===== config.mk =====
export PLATFORM = sky130hd
export DESIGN_NAME = vram_bus_arbiter
export DESIGN_NICKNAME = d
export VERILOG_FILES = /design/src/rtl/vram_bus_arbiter.sv
export SDC_FILE = /design/constraint.sdc
export NUM_CORES = 1
export LEC_CHECK = 0
export CORE_ASPECT_RATIO = 1.75
export CORE_UTILIZATION = 37
export CTS_BUF_LIST = sky130_fd_sc_hd__clkbuf_4
export DETAILED_ROUTE_END_ITERATION = 8
export GPL_TIMING_DRIVEN = 0
export PLACE_DENSITY_LB_ADDON = 0.1
export RECOVER_POWER = 50
export SLEW_MARGIN = 25
export SYNTH_ARGS = -nofsm -noshare
export SYNTH_HDL_FRONTEND = slang
export SYNTH_SLANG_ARGS = --single-unit

===== constraint.sdc =====
create_clock -name clk_i -period 2.2 [get_ports clk_i]
set_clock_uncertainty 0.15 [all_clocks]
set_input_delay 0.44 -clock clk_i [delete_from_list [all_inputs] [get_ports clk_i]]
set_output_delay 0.44 -clock clk_i [all_outputs]
set_load 0.005 [all_outputs]

===== src/rtl/vram_bus_arbiter.sv =====
// vram_bus_arbiter: arbitrates NREQ requesters onto one sequenced VRAM bus
// Ports: clk_i/reset_i (sync, active-high); req_i/we_i/addr_i/wdata_i packed per requester;
//        lock_mask_i blocks grants; rr_mode_i selects round-robin; ext_mode_i releases the bus;
//        gnt_o/done_o per requester; rdata_o/rdata_valid_o read return;
//        ma_o/md_out_o/md_drive_o/md_in_i/mcs_o/moe_o/mwr_o VRAM pins; busy_o while not idle.
module vram_bus_arbiter #(
    parameter int ADDR_W     = 13,
    parameter int DATA_W     = 8,
    parameter int NREQ       = 3,
    parameter int STROBE_CYC = 2
) (
    input  logic                     clk_i,
    input  logic                     reset_i,
    input  logic [NREQ-1:0]          req_i,
    input  logic [NREQ-1:0]          we_i,
    input  logic [NREQ*ADDR_W-1:0]   addr_i,
    input  logic [NREQ*DATA_W-1:0]   wdata_i,
    input  logic [NREQ-1:0]          lock_mask_i,
    input  logic                     rr_mode_i,
    input  logic                     ext_mode_i,
    output logic [NREQ-1:0]          gnt_o,
    output logic [NREQ-1:0]          done_o,
    output logic [DATA_W-1:0]        rdata_o,
    output logic                     rdata_valid_o,
    output logic [ADDR_W-1:0]        ma_o,
    output logic [DATA_W-1:0]        md_out_o,
    output logic                     md_drive_o,
    input  logic [DATA_W-1:0]        md_in_i,
    output logic                     mcs_o,
    output logic                     moe_o,
    output logic                     mwr_o,
    output logic                     busy_o
);
    localparam int IW = NREQ > 1 ? $clog2(NREQ) : 1;
    localparam int CW = STROBE_CYC > 1 ? $clog2(STROBE_CYC) : 1;
    typedef enum logic [1:0] {IDLE, SETUP, STROBE, HOLD} state_t;
    state_t            state_q;
    logic [IW-1:0]     ptr_q;
    logic [IW-1:0]     win_d;
    logic              any_d;
    logic [NREQ-1:0]   elig;
    logic [CW-1:0]     cnt_q;
    logic              wr_q;
    logic [NREQ-1:0]   gnt_q;
    logic [NREQ-1:0]   done_q;
    logic [DATA_W-1:0] rdata_q;
    logic              rdata_valid_q;
    logic [ADDR_W-1:0] ma_q;
    logic [DATA_W-1:0] md_out_q;
    logic              md_drive_q;
    logic              mcs_q;
    logic              moe_q;
    logic              mwr_q;
    int                j;
    // Scan starts at the RR pointer in round-robin mode, at index 0 in fixed mode.
    always_comb begin
        elig  = req_i & ~lock_mask_i;
        win_d = '0;
        any_d = 1'b0;
        j     = 0;
        for (int k = 0; k < NREQ; k++) begin
            j = rr_mode_i ? (int'(ptr_q) + k) % NREQ : k;
            if (!any_d && elig[j]) begin
                any_d = 1'b1;
                win_d = IW'(j);
            end
        end
    end
    always_ff @(posedge clk_i) begin
        if (reset_i) begin
            state_q       <= IDLE;
            ptr_q         <= '0;
            cnt_q         <= '0;
            wr_q          <= 1'b0;
            gnt_q         <= '0;
            done_q        <= '0;
            rdata_q       <= '0;
            rdata_valid_q <= 1'b0;
            ma_q          <= '0;
            md_out_q      <= '0;
            md_drive_q    <= 1'b0;
            mcs_q         <= 1'b0;
            moe_q         <= 1'b0;
            mwr_q         <= 1'b0;
        end else begin
            done_q        <= '0;
            rdata_valid_q <= 1'b0;
            case (state_q)
                IDLE: begin
                    if (!ext_mode_i && any_d) begin
                        state_q    <= SETUP;
                        gnt_q      <= NREQ'(1) << win_d;
                        ma_q       <= addr_i[win_d*ADDR_W +: ADDR_W];
                        md_out_q   <= wdata_i[win_d*DATA_W +: DATA_W];
                        wr_q       <= we_i[win_d];
                        md_drive_q <= we_i[win_d];
                        if (rr_mode_i)
                            ptr_q <= (win_d == IW'(NREQ-1)) ? '0 : win_d + 1'b1;
                    end else if (ext_mode_i) begin
                        ma_q     <= '0;
                        md_out_q <= '0;
                    end
                end
                SETUP: begin
                    state_q <= STROBE;
                    cnt_q   <= CW'(STROBE_CYC-1);
                    mcs_q   <= 1'b1;
                    moe_q   <= !wr_q;
                    mwr_q   <= wr_q;
                end
                STROBE: begin
                    if (cnt_q == '0) begin
                        state_q <= HOLD;
                        mcs_q   <= 1'b0;
                        moe_q   <= 1'b0;
                        mwr_q   <= 1'b0;
                        done_q  <= gnt_q;
                        if (!wr_q) begin
                            rdata_q       <= md_in_i;
                            rdata_valid_q <= 1'b1;
                        end
                    end else begin
                        cnt_q <= cnt_q - 1'b1;
                    end
                end
                default: begin
                    state_q    <= IDLE;
                    gnt_q      <= '0;
                    md_drive_q <= 1'b0;
                    // Pins go quiet on the first idle cycle if the bus is handed out.
                    if (ext_mode_i) begin
                        ma_q     <= '0;
                        md_out_q <= '0;
                    end
                end
            endcase
        end
    end
    assign gnt_o         = gnt_q;
    assign done_o        = done_q;
    assign rdata_o       = rdata_q;
    assign rdata_valid_o = rdata_valid_q;
    assign ma_o          = ma_q;
    assign md_out_o      = md_out_q;
    assign md_drive_o    = md_drive_q;
    assign mcs_o         = mcs_q;
    assign moe_o         = moe_q;
    assign mwr_o         = mwr_q;
    assign busy_o        = state_q != IDLE;
endmodule


==> impl_metrics.tcl <==
set metrics [dict create \
    place_ws_ns -0.901 \
    first_iter_violations 150 \
    ys_seq_area_share_pct 37.8 \
    drt-wirelength-per-cell_um 16.6 \
    finalSetupViolations 28 \
    rows 38 \
    stdcell_area_um2 4470 \
    yosysMostFrequentCell "dfxtp_1" \
    io_pins 125 \
    drc 0 \
    area_delta_synth_final_pct 83.3 \
    grt_pass1_vias 2819 \
    cp-start-kind "flip-flop" \
    async_flop_share_pct 0 \
    portBuffers 123 \
    grt_max_degree 18 \
    wl_um 8690 \
    synth_fp_nets 384 \
    timing.hold.ws_ns 0.344 \
    root_buffer "clkbuf_4" \
    p_leak_uw 0.00170 \
    antenna_found_initial 0 \
    netlist_instances 296 \
    period_share_pct 107 \
    cts_made_buffers 5 \
    cts_buffer_depth 2 \
    min_from "ma_o[6]$_SDFFE_PP0P_" \
    worstMarginPinSlew_ns 0.833 \
    overflow 0 \
    cts_tree "done" \
    die_w_um 63.4 \
    layout.nets 530 \
    start_util_pct 38.8 \
    syn_avg_cell_area_um2 8.23 \
    hpwl_um 5900 \
    holdCritPathClass "reg2reg" \
    drv_cap 0 \
    yosysUniqueCellTypes 43 \
    ant_nets 0 \
    met3_usage_pct 3.32 \
    clk_pin_slew_ns 0.15 \
    synth_common_cells "dfxtp_1 (46), nand2_1 (41), inv_1 (19), nor2_1 (19)" \
    status "finished, violations left" \
    cts.sinks 46 \
    crit-reg2reg-launch "ptr_q[0]$_SDFFE_PP0P_" \
    clk-insertion-delay-late_ns 0.41 \
    route.vias.total 2871 \
    dr.pass1.iters 4 \
    syn-cell-area_um2 2440 \
    track_usage_pct 24.5 \
    ys.flop_type "dfxtp_1" \
    hold_viol_final 0 \
    crit_path_end_kind "flip-flop" \
    rsz0062_at_grt "yes" \
    dp_cells 499 \
    fmax_mhz 424 \
    yosysWarningCount 0 \
    htree_levels 2 \
    drive_gt1_share_pct 23.0 \
    gp_congestion 0.854 \
    violations "setup timing" \
    crit_required_ns 2.31 \
    ys_top_cells_by_area "dfxtp_1 (38%), nand2_1 (6.3%), mux2i_1 (4.1%)" \
    synth_top_area_share_pct 37.8 \
    met1_usage_pct 26.5 \
    synth_area_leader_cell "dfxtp_1" \
    grt_pass1_wl_um 13300 \
    period_needed_ns 2.36 \
    slew_viol_final 0 \
    diodes 0 \
    viasPerCell 5.49 \
    core-area_um2 6280 \
    stdcell_count 523 \
    ctsHoldBuffers 0 \
    p_per_area_nw_per_um2 844 \
    fin_ws_ns -0.161 \
    worstPathArrival_ns 2.47 \
    cp-startpoint "ptr_q[0]$_SDFFE_PP0P_" \
    synth-edff-count 0 \
    irDropWorstVdd_uv 695 \
    worstSetupPathType "reg2reg" \
    top_usage_layer "met2" \
    die_area_um2 6930 \
    synth_seq_cells 46 \
    crit_fanout 7 \
    rrSetupSlack_ns -0.16 \
    place_area_um2 3860 \
    slew_headroom_pct 44.3 \
    fp.dieH_um 109 \
    use_met2_pct 46.9 \
]
power breakdown:
part	leakage, uW	switching (uW)	internal (uW)
Sequential	0.000375	113	1040
Combinational	0.00129	1030	1110
Clock	0.0000366	335	138
logic make-up (layout without fill, tap and decap cells):
group	count (synthesis)	count (layout)	share of synthesized area, %
and+or+nand+nor	104	104	20.9
buffers and inverters	42	189	6.93
adders and majority gates	4	4	2.05
muxes	10	10	4.11
AOI/OAI and AO/OA	90	90	28.2
DFF	46	46	37.8
per-layer routing:
| metal | wire (um) | share of wire (%) |
|---|---|---|
| met5 | 0 | 0 |
| met4 | 255 | 2.9 |
| met3 | 376 | 4.3 |
| met2 | 4690 | 54 |
| met1 | 3370 | 39 |
cell type report:
type | instances | area, um^2
clock buffers | 5 | 37.5
fillers | 512 | 1810
clock inverters | 3 | 26.3
plain buffers | 20 | 164
multi-input cells | 208 | 1700
well taps | 80 | 100
repair buffers | 142 | 1440
inverters | 19 | 71.3
flip-flops and latches | 46 | 923
layout by cell type (no fill, tap or decap), types with 8 or more instances in the layout:
cell type,instances
a22o_1,11
nand3_1,10
buf_4,8
nand2_1,40
o21ai_0,8
dfxtp_1,44
buf_6,15
inv_1,16
mux2i_1,9
clkdlybuf4s50_1,100
dlygate4sd3_1,21
nor2_1,18
timing repair:
item	CTS	global route
resized for setup	63	44
pin swaps	14	21
setup buffers	12	3
cloned	2	2
endpoints found under the setup margin	30	30
per-stage QoR:
step	total power [uW]	TNS [ns]	utilization [%]
6_report	3770	-3.42	71.2
5_1_grt	3970	-5.42	71.2
3_3_place_gp	2820	-22.24	61.4
4_1_cts	3580	-1.83	67.3
3_5_place_dp	2840	-23.20	61.4
2_1_floorplan	2070	-0.461	-
final timing paths:
check | end | depth (start not counted)
min reg2reg | ma_o[6]$_SDFFE_PP0P_ | 1
max | md_drive_o$_SDFFE_PP0P_ | 10
max reg2reg | md_drive_o$_SDFFE_PP0P_ | 10
min | ma_o[6]$_SDFFE_PP0P_ | 1
worst max-delay path, cell delays in order (launching register included):
cell and delay [ns]:
dfxtp_2 0.35, buf_4 0.13, ha_4 0.17, o21a_1 0.20, and3_4 0.18, nor4_4 0.29
buf_6 0.18, buf_6 0.12, o22ai_4 0.09, mux2i_2 0.26, o22ai_1 0.12
state kept, by name, indices dropped and copies added (netlist names):
name,flops
cnt_q,1
done_o,3
gnt_o,3
ma_o,13
mcs_o,1
md_drive_o,1
md_out_o,8
moe_o,1
mwr_o,1
ptr_q,2
rdata_o,8
rdata_valid_o,1
state_q,2
wr_q,1
Note: power is estimated with default switching activity, not from simulation.
==> RTL change 1, RTL diff (config.mk and constraints unchanged) <==
Re-encode `state_t` (4 states) as Gray code, 2 bits wide.
--- a/src/rtl/vram_bus_arbiter.sv
+++ b/src/rtl/vram_bus_arbiter.sv
@@ -34,5 +34,5 @@
     localparam int IW = NREQ > 1 ? $clog2(NREQ) : 1;
     localparam int CW = STROBE_CYC > 1 ? $clog2(STROBE_CYC) : 1;
-    typedef enum logic [1:0] {IDLE, SETUP, STROBE, HOLD} state_t;
+    typedef enum logic [1:0] {IDLE = 2'b00, SETUP = 2'b01, STROBE = 2'b11, HOLD = 2'b10} state_t;
     state_t            state_q;
     logic [IW-1:0]     ptr_q;
Formal check against the unedited RTL: same outputs for any inputs over 4 cycles, from zero or initial values and one cycle with reset_i high; so few cycles prove little.
==> RTL change 1 against the original RTL <==
The flow still finishes with violations (negative setup slack); first-iteration DRC count fell by 32%; wire length fell by 14%; area after synthesis fell by 3.6%; cell area fell by 6.0%; sequential cell count did not move; worst hold slack got worse by 33 ps; setup slack improved by 15 ps.
Power is not compared: it rests on default switching activity, and its combinational part moved more than twofold at a synthesized area within 25%.
==> RTL change 1: results (changes against the original RTL) <==
signal buffers share of area: 38.4% (was 36.0%)
library cells used by synthesis: 47 (was 43)
synthesized area per cell: 9.04 um2 (was 8.23 um2)
RePlAce Congestion: 0.783 (was 0.854)
TNS Setup: -3620 ps (was -3420 ps)
WL met3: 352 um (was 376 um)
failing checks: negative setup slack (unchanged)
Final setup viols: 29 (was 28)
M3 GR Usage: 3.81% (was 3.32%)
register area: 930 um2 (was 923 um2)
outcome: finished with violations (unchanged)
commonest cells in the netlist: dfxtp_1, nand2_1, a21oi_1 (was dfxtp_1, nand2_1, inv_1, nor2_1)
dpl hpwl: 5.15 mm (was 5.90 mm)
Worst-Margin Slew: 724 ps (was 833 ps)
max incr delay on CP: 390 ps (was 350 ps)
Crit path arrival time: 2510 ps (was 2470 ps)
IO Port Bufs: 124 (was 123)
Non-clk invs: 8 (was 19)
die width: 62.2 um (was 63.4 um)
dpl ws: -728 ps (was -901 ps)
GRT met2 Usage: 46.5% (was 46.9%)
share of post-route cells with drive strength above 1: 24.5% (was 23.0%)
area of the multi-input gates: 0.00147 mm2 (was 0.00170 mm2)
final worst setup slack: -146 ps (was -161 ps)
worst hold margin: 311 ps (was 344 ps)
top cells by area in the synthesized netlist: dfxtp_1, a32o_1, a21oi_1, o21ai_2, nand2_1 (was dfxtp_1, nand2_1, mux2i_1, a22o_1, o221ai_1)
fill count: 522 (was 512)
global-route wire length before repair: 12.3 mm (was 13.3 mm)
Max Fanout on Critical Path: 5 (was 7)
grt met1 use: 23.7% (was 26.5%)
Worst Hold Path EP: rdata_o[2] (was ma_o[6])
-- RTL change 1: what timing repair did --
action                                  CTS  global route
gates cloned                              5             0
endpoints found under the setup margin   29            30
pin swaps                                13             9
gates resized for setup                  55            12
buffers inserted                         12             4
-- RTL change 1: worst register-to-register path, cell delays in order (launching register included) --
cell,delay [ps]
dfxtp_4,390
inv_2,50
ha_4,160
buf_6,120
and4bb_1,290
a221oi_4,60
buf_4,170
a41oi_4,230
nand2_2,90
or2_4,320
buf_12,160
o21ai_2,120
-- RTL change 1: cells by family after synthesis --
family | share of synthesized area (%)
AO/OA/AOI/OAI | 36.0
adder cells (fa/ha/maj) | 1.06
buffers and inverters | 5.64
flip-flops | 39.2
multiplexers | 0.852
AND/OR/NAND/NOR | 17.2
-- RTL change 1: where the power goes --
part / switching, mW / internal (mW) / total [mW]
Sequential: 0.0391 / 0.882 / 0.921
Clock: 0.290 / 0.128 / 0.418
Combinational: 0.289 / 0.404 / 0.693
Total: 0.618 / 1.41 / 2.03
==> RTL change 2, RTL diff (same settings) <==
Without the edit above. Change the parameter `DATA_W` from 8 to 6.
--- a/src/rtl/vram_bus_arbiter.sv
+++ b/src/rtl/vram_bus_arbiter.sv
@@ -6,5 +6,5 @@
 module vram_bus_arbiter #(
     parameter int ADDR_W     = 13,
-    parameter int DATA_W     = 8,
+    parameter int DATA_W     = 6,
     parameter int NREQ       = 3,
     parameter int STROBE_CYC = 2
Interface: changed (resized md_in_i, md_out_o, rdata_o and wdata_i); port bits go from 125 to 113. The function was not compared with the original's and may differ.
==> RTL change 2 against the original RTL <==
The flow still finishes with violations (negative setup slack); wire length is 9.4% lower; count of clock-buffer cells in the layout stayed put; synthesized cell count is 13% lower; first-iteration DRC count is 28% lower; worst hold slack worse by 130 ps; sequential cell count is 4 lower; combinational power is 29% higher; setup slack worse by 47 ps; cell area is 7.9% lower; area after synthesis is 9.0% lower; power is 14% higher; global-route usage is 0.54 points lower.
==> RTL change 2: results (changes against the original RTL) <==
max incr delay on CP: 380 ps (was 350 ps)
library cells used by synthesis: 45 (was 43)
failing checks: negative setup slack (unchanged)
post-CTS sizing: 43 (was 63)
commonest cells in the netlist: dfxtp_1, a31oi_1, a22oi_1 (was dfxtp_1, nand2_1, inv_1, nor2_1)
Crit-path slowest cell: nor4b_4 (was dfxtp_2)
dpl ws: -641 ps (was -901 ps)
met2 routed wirelength: 4.30 mm (was 4.69 mm)
hold_sp: rr_mode_i (was ma_o[6])
clock power share: 9.9% (was 12.5%)
Max Fanout on Critical Path: 10 (was 7)
post-synthesis mux area share: 3.16% (was 4.11%)
Max VDD drop: 0.000733 V (was 0.000695 V)
final worst setup slack: -208 ps (was -161 ps)
largest net degree at the start of global routing: 16 (was 18)
M3 GR Usage: 4.23% (was 3.32%)
Tot Pwr: 4.29 mW (was 3.77 mW)
share of post-route cells with drive strength above 1: 24.4% (was 23.0%)
Worst Hold Depth: 2 (was 1)
Synth Area in Compound Gates: 36.0% (was 28.2%)
HP Class: in2reg (was reg2reg)
delay-heaviest family, CP: buffers and inverters (was simple AND/OR/NAND/NOR gates)
end of the critical path: gnt_o[0] (was md_drive_o)
grt met1 use: 25.8% (was 26.5%)
Worst-Margin Slew: 627 ps (was 833 ps)
RePlAce Congestion: 0.823 (was 0.854)
Final setup viols: 27 (was 28)
Initial DRC Count: 108 (was 150)
synthesized area per cell: 8.63 um2 (was 8.23 um2)
top cells by area in the synthesized netlist: dfxtp_1, a31oi_1, a22oi_1, a21oi_1, nand3_1 (was dfxtp_1, nand2_1, mux2i_1, a22o_1, o221ai_1)
global-route wire length before repair: 11.6 mm (was 13.3 mm)
dpl hpwl: 5.31 mm (was 5.90 mm)
met1 wire length: 2.99 mm (was 3.37 mm)
outcome: finished with violations (unchanged)
Post-Syn Nets: 337 (was 384)
worst hold margin: 217 ps (was 344 ps)
Synth Area in Adders: 2.26% (was 2.05%)
Post-CTS Setup Bufs: 22 (was 12)
sequential area share after synthesis: 37.9% (was 37.8%)
DP Cell Count: 446 (was 499)
switching part of the total: 40.4% (was 39.3%)
fin cells: 479 (was 523)
P_leak: 1.43 nW (was 1.70 nW)
GRT met2 Usage: 43.1% (was 46.9%)
-- RTL change 2: cell types whose count changed in the layout (fill, tap and decap cells not counted), moves of 9 or more --
cell | unedited run | this run
nand2_1 | 40 | 5
a31oi_1 | 1 | 22
dlygate4sd3_1 | 21 | 0
a22oi_1 | 1 | 16
buf_4 | 8 | 20
a22o_1 | 11 | 0
a21oi_1 | 7 | 17
inv_1 | 16 | 6
clkdlybuf4s50_1 | 100 | 109
-- RTL change 2: final cells by class --
class                   instances  area (um2)
flip-flops and latches         42         845
clock buffers                   5        37.5
plain buffers                  16         146
well taps                      78        97.6
fillers                       471        1720
repair buffers                138        1350
multi-input cells             188        1580
inverters                       9        33.8
clock inverters                 3        25.0
-- RTL change 2: stage by stage --
step | instance area (um2) | TNS, ps
4_1_cts | 3910 | -2770
2_1_floorplan | 2290 | -338
3_3_place_gp | 3500 | -15590
6_report | 4110 | -3540
5_1_grt | 4110 | -5580
3_5_place_dp | 3500 | -16280
